## config.mk

```make
export PLATFORM = sky130hd
export DESIGN_NAME = mem_arbiter
export DESIGN_NICKNAME = d
export VERILOG_FILES = /design/src/rtl/mem_arbiter.sv
export SDC_FILE = /design/constraint.sdc
export NUM_CORES = 1
export LEC_CHECK = 0
export ABC_AREA = 1
export BUFFER_PORTS_ARGS = -buffer_cell sky130_fd_sc_hd__buf_2
export CORE_ASPECT_RATIO = 1.5
export CORE_UTILIZATION = 25
export DETAILED_ROUTE_END_ITERATION = 7
export PLACE_DENSITY_LB_ADDON = 0.3
export SLEW_MARGIN = 20
export SYNTH_ARGS = -nofsm -noshare
export SYNTH_HDL_FRONTEND = slang
export SYNTH_SLANG_ARGS = --single-unit
export TNS_END_PERCENT = 50
```

## constraint.sdc

```tcl
create_clock -name clk -period 4.29 [get_ports clk]
set_clock_uncertainty 0.2 [all_clocks]
set_input_delay 0.2145 -clock clk [delete_from_list [all_inputs] [get_ports clk]]
set_output_delay 0.2145 -clock clk [all_outputs]
set_load 0.03 [all_outputs]
```

## src/rtl/mem_arbiter.sv

```systemverilog
// Two-port arbiter in front of one strict-aligned memory: combinational grant,
// a single registered issue stage, and per-port responses one cycle after issue.
package mem_pkg;
  typedef enum logic [1:0] {
    MEM_DT_WORD = 2'd0,
    MEM_DT_HALF = 2'd1,
    MEM_DT_BYTE = 2'd2
  } mem_dt_e;

  typedef enum logic [1:0] {
    ERR_NONE  = 2'd0,
    ERR_ALIGN = 2'd1
  } errno_e;
endpackage

module mem_arbiter
  import mem_pkg::*;
#(
  parameter int unsigned N  = 64,
  parameter bit          RR = 1'b1
) (
  input  logic        clk,
  input  logic        rst_n,
  input  logic        p0_req,
  input  logic [31:0] p0_addr,
  input  logic [31:0] p0_wd,
  input  logic        p0_we,
  input  mem_dt_e     p0_dt,
  output logic        p0_gnt,
  output logic        p0_ack,
  output logic [31:0] p0_rd,
  output logic        p0_err,
  input  logic        p1_req,
  input  logic [31:0] p1_addr,
  input  logic [31:0] p1_wd,
  input  logic        p1_we,
  input  mem_dt_e     p1_dt,
  output logic        p1_gnt,
  output logic        p1_ack,
  output logic [31:0] p1_rd,
  output logic        p1_err,
  output logic [31:0] m_addr,
  output logic [31:0] m_wd,
  output logic        m_we,
  output mem_dt_e     m_dt,
  input  logic [31:0] m_rd,
  input  errno_e      m_err
);

  logic        last;
  logic        s_valid;
  logic        s_port;
  logic [31:0] s_addr;
  logic [31:0] s_wd;
  logic        s_we;
  mem_dt_e     s_dt;
  logic        bad;
  logic        any_gnt;

  // last holds the index of the most recently granted port; a tie goes to the other one
  always_comb begin
    p0_gnt = 1'b0;
    p1_gnt = 1'b0;
    if (rst_n) begin
      if (p0_req && p1_req) begin
        if (RR && !last) p1_gnt = 1'b1;
        else             p0_gnt = 1'b1;
      end else begin
        p0_gnt = p0_req;
        p1_gnt = p1_req;
      end
    end
  end

  assign any_gnt = p0_gnt | p1_gnt;

  always_ff @(posedge clk or negedge rst_n) begin
    if (!rst_n) begin
      last    <= 1'b1;
      s_valid <= 1'b0;
      s_port  <= 1'b0;
      s_addr  <= '0;
      s_wd    <= '0;
      s_we    <= 1'b0;
      s_dt    <= MEM_DT_WORD;
    end else begin
      s_valid <= any_gnt;
      if (any_gnt) begin
        last   <= p1_gnt;
        s_port <= p1_gnt;
        s_addr <= p1_gnt ? p1_addr : p0_addr;
        s_wd   <= p1_gnt ? p1_wd   : p0_wd;
        s_we   <= p1_gnt ? p1_we   : p0_we;
        s_dt   <= p1_gnt ? p1_dt   : p0_dt;
      end
    end
  end

  assign bad    = (m_err != ERR_NONE) || ({2'b00, s_addr[31:2]} >= N);
  assign m_addr = s_addr;
  assign m_wd   = s_wd;
  assign m_dt   = s_dt;
  assign m_we   = s_valid & s_we & ~bad;

  always_ff @(posedge clk or negedge rst_n) begin
    if (!rst_n) begin
      p0_ack <= 1'b0;
      p0_rd  <= '0;
      p0_err <= 1'b0;
      p1_ack <= 1'b0;
      p1_rd  <= '0;
      p1_err <= 1'b0;
    end else begin
      p0_ack <= s_valid & ~s_port;
      p1_ack <= s_valid & s_port;
      if (s_valid && !s_port) begin
        p0_rd  <= (s_we | bad) ? '0 : m_rd;
        p0_err <= bad;
      end
      if (s_valid && s_port) begin
        p1_rd  <= (s_we | bad) ? '0 : m_rd;
        p1_err <= bad;
      end
    end
  end

endmodule

```

==> results of run 1 <==
==> power breakdown <==
group | internal (µW) | switching, µW | leakage (µW) | total [µW]
registers | 1450 | 97.2 | 0.00180 | 1540
clock network | 890 | 599 | 0.000282 | 1490
logic | 467 | 691 | 0.00333 | 1160
total | 2800 | 1390 | 0.00541 | 4190
==> logic make-up (layout without fill, tap and decap cells) <==
| kind of cell | Yosys count | after routing |
|---|---|---|
| compound gates | 8 | 8 |
| buf+inv | 64 | 527 |
| flops | 138 | 138 |
| other cells | 0 | 1 |
| simple gates | 487 | 487 |
==> tightest hold or removal path: stages <==
cell     delay (ns)
buf_2          0.08
nor2_1         0.03
nand2_1        0.05
nor2_1         0.04
nand2_1        0.09
nor2_4         0.12
nand4_1        0.09
nand2_1        0.04
==> path summary, 6_finish.rpt <==
check / startpoint / endpoint / cells past startpoint
hold reg to reg: p0_rd[23]$_DFFE_PN0P_ / p0_rd[23]$_DFFE_PN0P_ / 2
min in group asynchronous: rst_n / m_addr[30]$_DFFE_PN0P_ / 3
setup reg to reg: last$_DFFE_PN1P_ / m_addr[17]$_DFFE_PN0P_ / 6
setup / recovery: rst_n / m_addr[17]$_DFFE_PN0P_ / 9
hold / removal: m_err[0] / p1_rd[29]$_DFFE_PN0P_ / 8
max in group asynchronous: rst_n / p0_rd[16]$_DFFE_PN0P_ / 4
==> cell usage in the layout (no fill, tap or decap), types with 4 or more instances in the layout <==
| master | n |
|---|---|
| nand2_1 | 278 |
| buf_4 | 10 |
| dfrtp_1 | 137 |
| clkinvlp_4 | 4 |
| dlygate4sd3_1 | 167 |
| nor2_1 | 15 |
| nand4_1 | 64 |
| nand3_1 | 126 |
| o21ai_0 | 4 |
| o211ai_1 | 4 |
| buf_2 | 307 |
| inv_1 | 7 |
| clkbuf_16 | 17 |
==> flip-flops by register name, indices dropped and copies added (netlist names) <==
name	count
m_addr	32
m_dt	2
p1_err	1
p1_rd	32
p0_ack	1
p1_ack	1
m_wd	32
s_port	1
p0_err	1
last	1
s_valid	1
s_we	1
p0_rd	32
==> through the flow <==
step,utilization,cell area (µm²)
floorplan,-,5953
global placement,0.3327,7727
detailed placement,0.3328,7730
CTS,0.4303,9995
global route,0.4303,9995
finish,0.4304,9997
==> per-layer routing <==
layer  global-route usage  wire length [µm]  up-vias
li1                     -                 -     3226
met1               0.2004              8637     3300
met2               0.3303             11540      276
met3              0.04254              1176       51
met4              0.08733               786        0
met5                    0                 0        -
==> layout make-up <==
class | instances | area [µm²] | area share
Inverter | 10 | 40.04 | 0.004005
Tap cell | 315 | 394.1 | 0.03942
Multi-Input combinational cell | 495 | 2218 | 0.2219
Clock buffer | 19 | 452.9 | 0.04531
Antenna cell | 1 | 2.502 | 0.0002503
Clock inverter | 13 | 140.1 | 0.01402
Timing Repair Buffer | 485 | 3294 | 0.3295
Sequential cell | 138 | 3455 | 0.3456
==> impl_metrics.py, run 1 <==
metrics = {
    "finish": {
        "fill_cells": 2333,
        "syn_to_final_growth_pct": 67.93,
        "instances_no_fill": 1476,
        "drive_gt1_frac": 0.3078,
        "nets": 1319,
    },
    "power": {
        "totalPowerFinal_uw": 4189,
        "power.leakage_uw": 0.005412,
        "ir_drop_mv": 0.2517,
        "pwr_density_cell_mw_per_mm2": 419.0,
    },
    "hold_path": {
        "hp-class": "in -> reg",
    },
    "logic_synthesis": {
        "syn_area_mm2": 0.005953,
        "synth-compound-area-share": 0.008407,
        "synthCells": 697,
        "synth_top_cell_by_area": "dfrtp_1",
        "syn_nets": 869,
        "synth_most_common_cell": "nand2_1",
        "syn_avg_cell_area_um2": 8.541,
        "synth_fa_ha_area_frac": 0,
        "synthDistinctLibCells": 16,
        "synth_flop_cell": "dfrtp_1",
        "synth_commonest_cells": "278 x nand2_1, 137 x dfrtp_1, 128 x nand3_1",
        "synth.area.mux_share": 0,
        "synth-simple-area-share": 0.3617,
        "synth_area_leaders": "dfrtp_1 58%, nand2_1 18%, nand3_1 11%",
        "ys_seq_area_frac": 0.5803,
        "yosys_warnings": 0,
        "synth_seq_cells": 138,
        "synthArstFlopShare": 1.000,
        "synth_top_area_frac": 0.5759,
        "synth_edf_count": 0,
        "synthXorXnorAreaFrac": 0,
        "synth_top_family_by_area": "simple AND/OR/NAND/NOR gates",
    },
    "sta": {
        "slew_violations": 0,
        "fin_hold_ws_ns": 0.1721,
        "relSlewSlack": 0.2558,
        "period_share": 0.8052,
        "fmax_mhz": 289.5,
        "worst_slew_pin_slew_ns": 1.116,
        "setup_viol": 0,
        "tns_ns": 0,
        "hold_viol": 0,
        "period_minus_slack_ns": 3.454,
        "rsz0062_at_grt": "false",
        "worst_slack_ns": 0.8358,
    },
    "placed_design": {
        "dp_slack_ns": 1.527,
        "dp.cells": 1276,
        "place.gp.congestion": 0.7759,
        "hpwl_um": 14200,
        "numPortBuffers": 308,
    },
    "detailed_routing": {
        "drt-total-wl_um": 22140,
        "viasPerCell": 4.643,
        "drc": 0,
        "dr.pass1.iters": 4,
        "drt_iter0_markers": 236,
        "vias": 6853,
        "routedWlPerCell_um": 15.00,
        "ant_nets": 0,
    },
    "setup_path": {
        "regToRegSetupSlack_ns": 1.30,
        "worst_path_max_delay_cell": "buf_4",
        "cpPeakStageDelay_ns": 0.68,
        "worst-path-buf-inv": 6,
        "required_ns": 4.45,
        "crit_arrival_ns": 3.62,
        "crit_fanout": 73,
        "cp_top_family": "buffers and inverters",
        "crit_chain": "dlygate4sd3_1 -> buf_6 -> buf_4 -> nand3_2 -> inv_2 -> buf_4 -> nand2_1 -> o211ai_1 -> dlygate4sd3_1",
        "crit_path_end_kind": "register",
        "cp-start-kind": "primary input",
        "criticalPathCategory": "in -> reg",
    },
    "floorplan": {
        "die_h_um": 191.0,
        "coreArea_mm2": 0.02323,
        "die_w_um": 128.0,
        "num_rows": 68,
        "dieArea_mm2": 0.02445,
        "start_util": 0.2563,
        "io_pins": 309,
    },
    "clocking": {
        "cts_setup_buffers": 0,
        "htreeDepth": 4,
        "ctsHoldBuffers": 167,
        "clk_latency_ns": 0.42,
        "cts_tree": "yes",
        "clockBufferDepth": 2,
        "cts_root_buffer": "clkbuf_16",
        "cts_resized": 0,
        "cts_inserted_buffers": 17,
        "numClockSinks": 138,
        "path_clk_slew_ns": 0.06,
    },
    "job": {
        "drv_cap": 0,
    },
    "grt": {
        "grt_pass1_vias": 6900,
        "overflow": 0,
        "antenna_found_initial": 1,
        "grt_pass1_wl_um": 34790,
        "track_usage": 0.1831,
        "grt_max_degree": 74,
    },
    "status": {
        "outcome": "finished clean",
    },
}
(Power assumes the default switching activity.)
==> run 2, diff against run 1 <==
==> constraint.sdc (replaced) <==
create_clock -name clk -period 3 [get_ports clk]
set_clock_uncertainty 0.2 [all_clocks]
set_input_delay 0.15 -clock clk [delete_from_list [all_inputs] [get_ports clk]]
set_output_delay 0.15 -clock clk [all_outputs]
set_load 0.03 [all_outputs]
==> run 2 against run 1 <==
  * Largest power group unchanged
  * Count of clock-buffer cells in the layout is 2 higher
  * Via count is 1.6% lower
  * Setup slack worse by 0.37 ns
  * Final cell count is 0.27% higher
  * Core utilization is 0.29 points higher
  * Sequential share of layout area is 0.23 points lower
  * Combinational power is 45% higher
  * Register-to-register slack worse by 0.84 ns
  * First-iteration DRC count stayed put
  * Cell area is 0.66% higher
  * Worst hold slack worse by 0.078 ns
==> impl_metrics.py, run 2 (synthesized netlist as in run 1, its figures left out) <==
metrics = {
    "status": {
        "outcome": "finished clean",
    },
    "floorplan": {
        "io_pins": 309,
        "start_util": 0.2563,
        "num_rows": 68,
        "coreArea_mm2": 0.02323,
        "dieArea_mm2": 0.02445,
        "die_h_um": 191.0,
        "die_w_um": 128.0,
    },
    "placed_design": {
        "numPortBuffers": 308,
        "dp.cells": 1280,
        "place.gp.congestion": 0.8142,
        "place_area_mm2": 0.007795,
        "hpwl_um": 14020,
    },
    "grt": {
        "grt_pass1_vias": 7060,
        "overflow": 0,
        "grt_max_degree": 82,
        "antenna_found_initial": 2,
        "grt_pass1_wl_um": 35160,
        "track_usage": 0.1858,
    },
    "sta": {
        "setup_viol": 0,
        "fmax_mhz": 394.4,
        "relSlewSlack": 0.4975,
        "period_share": 0.8451,
        "worst_slew_pin_slew_ns": 0.7537,
        "slew_violations": 0,
        "period_minus_slack_ns": 2.535,
        "tns_ns": 0,
        "rsz0062_at_grt": "false",
        "hold_viol": 0,
    },
    "power": {
        "power.leakage_uw": 0.005449,
        "pwr_density_cell_mw_per_mm2": 594.8,
        "ir_drop_mv": 0.4088,
    },
    "setup_path": {
        "cp-start-kind": "register",
        "crit_arrival_ns": 2.69,
        "crit_path_end_kind": "register",
        "required_ns": 3.15,
        "cpPeakStageDelay_ns": 0.57,
        "crit_chain": "nand2_1 -> nand3_2 -> buf_4 -> buf_4 -> nand3_1 -> nand3_1 -> dlygate4sd3_1",
        "worst_path_max_delay_cell": "dlygate4sd3_1",
        "crit_fanout": 42,
        "criticalPathCategory": "reg -> reg",
    },
    "job": {
        "drv_cap": 0,
    },
    "finish": {
        "final_common_cell": "buf_2",
        "design_area_mm2": 0.01006,
        "fill_cells": 2325,
        "layout_common_cells": "307 x buf_2, 278 x nand2_1, 167 x dlygate4sd3_1",
        "syn_to_final_growth_pct": 69.04,
        "drive_gt1_frac": 0.3087,
        "instances_no_fill": 1480,
        "nets": 1323,
    },
    "clocking": {
        "htreeDepth": 4,
        "clk_latency_ns": 0.42,
        "numClockSinks": 138,
        "clockBufferDepth": 2,
        "ctsHoldBuffers": 167,
        "cts_resized": 0,
        "cts_setup_buffers": 0,
        "cts_root_buffer": "clkbuf_16",
        "cts_inserted_buffers": 17,
        "cts_tree": "yes",
        "path_clk_slew_ns": 0.06,
    },
    "detailed_routing": {
        "drc": 0,
        "routedWlPerCell_um": 14.76,
        "dr.pass1.iters": 4,
        "drt_iter0_markers": 236,
        "ant_nets": 0,
        "drt-total-wl_um": 21850,
        "vias": 6743,
        "viasPerCell": 4.556,
    },
    "hold_path": {
        "hp-class": "in -> reg",
    },
}
## run 2: worst paths after layout
check | start | end | slack, ns | depth (start not counted)
min reg2reg | p1_rd[4]$_DFFE_PN0P_ | p1_rd[4]$_DFFE_PN0P_ | 0.27 | 2
max | last$_DFFE_PN1P_ | m_dt[0]$_DFFE_PN0P_ | 0.46 | 7
min in group asynchronous | rst_n | m_addr[2]$_DFFE_PN0P_ | 0.34 | 3
min | p1_req | last$_DFFE_PN1P_ | 0.09 | 4
max in group asynchronous | rst_n | p0_rd[16]$_DFFE_PN0P_ | 1.74 | 3
max reg2reg | last$_DFFE_PN1P_ | m_dt[0]$_DFFE_PN0P_ | 0.46 | 7
## run 2: layout make-up
| class | count | area, µm² | area share |
|---|---|---|---|
| inverter | 10 | 37.54 | 0.003730 |
| timing repair buffer | 489 | 3366 | 0.3345 |
| tap | 315 | 394.1 | 0.03916 |
| antenna | 2 | 5.005 | 0.0004973 |
| clock inverter | 10 | 117.6 | 0.01169 |
| multi-input combinational | 495 | 2218 | 0.2204 |
| sequential | 138 | 3455 | 0.3433 |
| clock buffer | 21 | 470.5 | 0.04675 |
## run 2: metal layers
layer  global-route usage  share of wire  wire (µm)  up-vias
li1                     -              -          -     3235
met1               0.1982           0.39       8560     3218
met2               0.3403           0.53      11550      245
met3              0.04562          0.047       1026       45
met4              0.08597          0.033        712        0
met5                    0              0          0        -
## run 2: critical path: cells and delay by family (launching register included)
family,cells,cell delay [ns]
flip-flops,1,0.53
buffers and inverters,3,1.34
AND/OR/NAND/NOR,4,0.38
## run 2: power breakdown
group / internal (µW) / switching (µW)
sequential: 2070 / 131
combinational: 680 / 997
clock: 1290 / 824
## run 2: stage by stage
step                      power, µW    util  setup slack (ns)  hold WS (ns)
after floorplan                2997       -             1.220       -0.3456
after global routing           6287  0.4332            0.2775       0.09613
after detailed placement       3543  0.3356             1.020        0.1629
after CTS                      6054  0.4329            0.4860       0.06824
after global placement         3541  0.3356             1.016        0.1684
final                          5986  0.4333            0.4647       0.09410
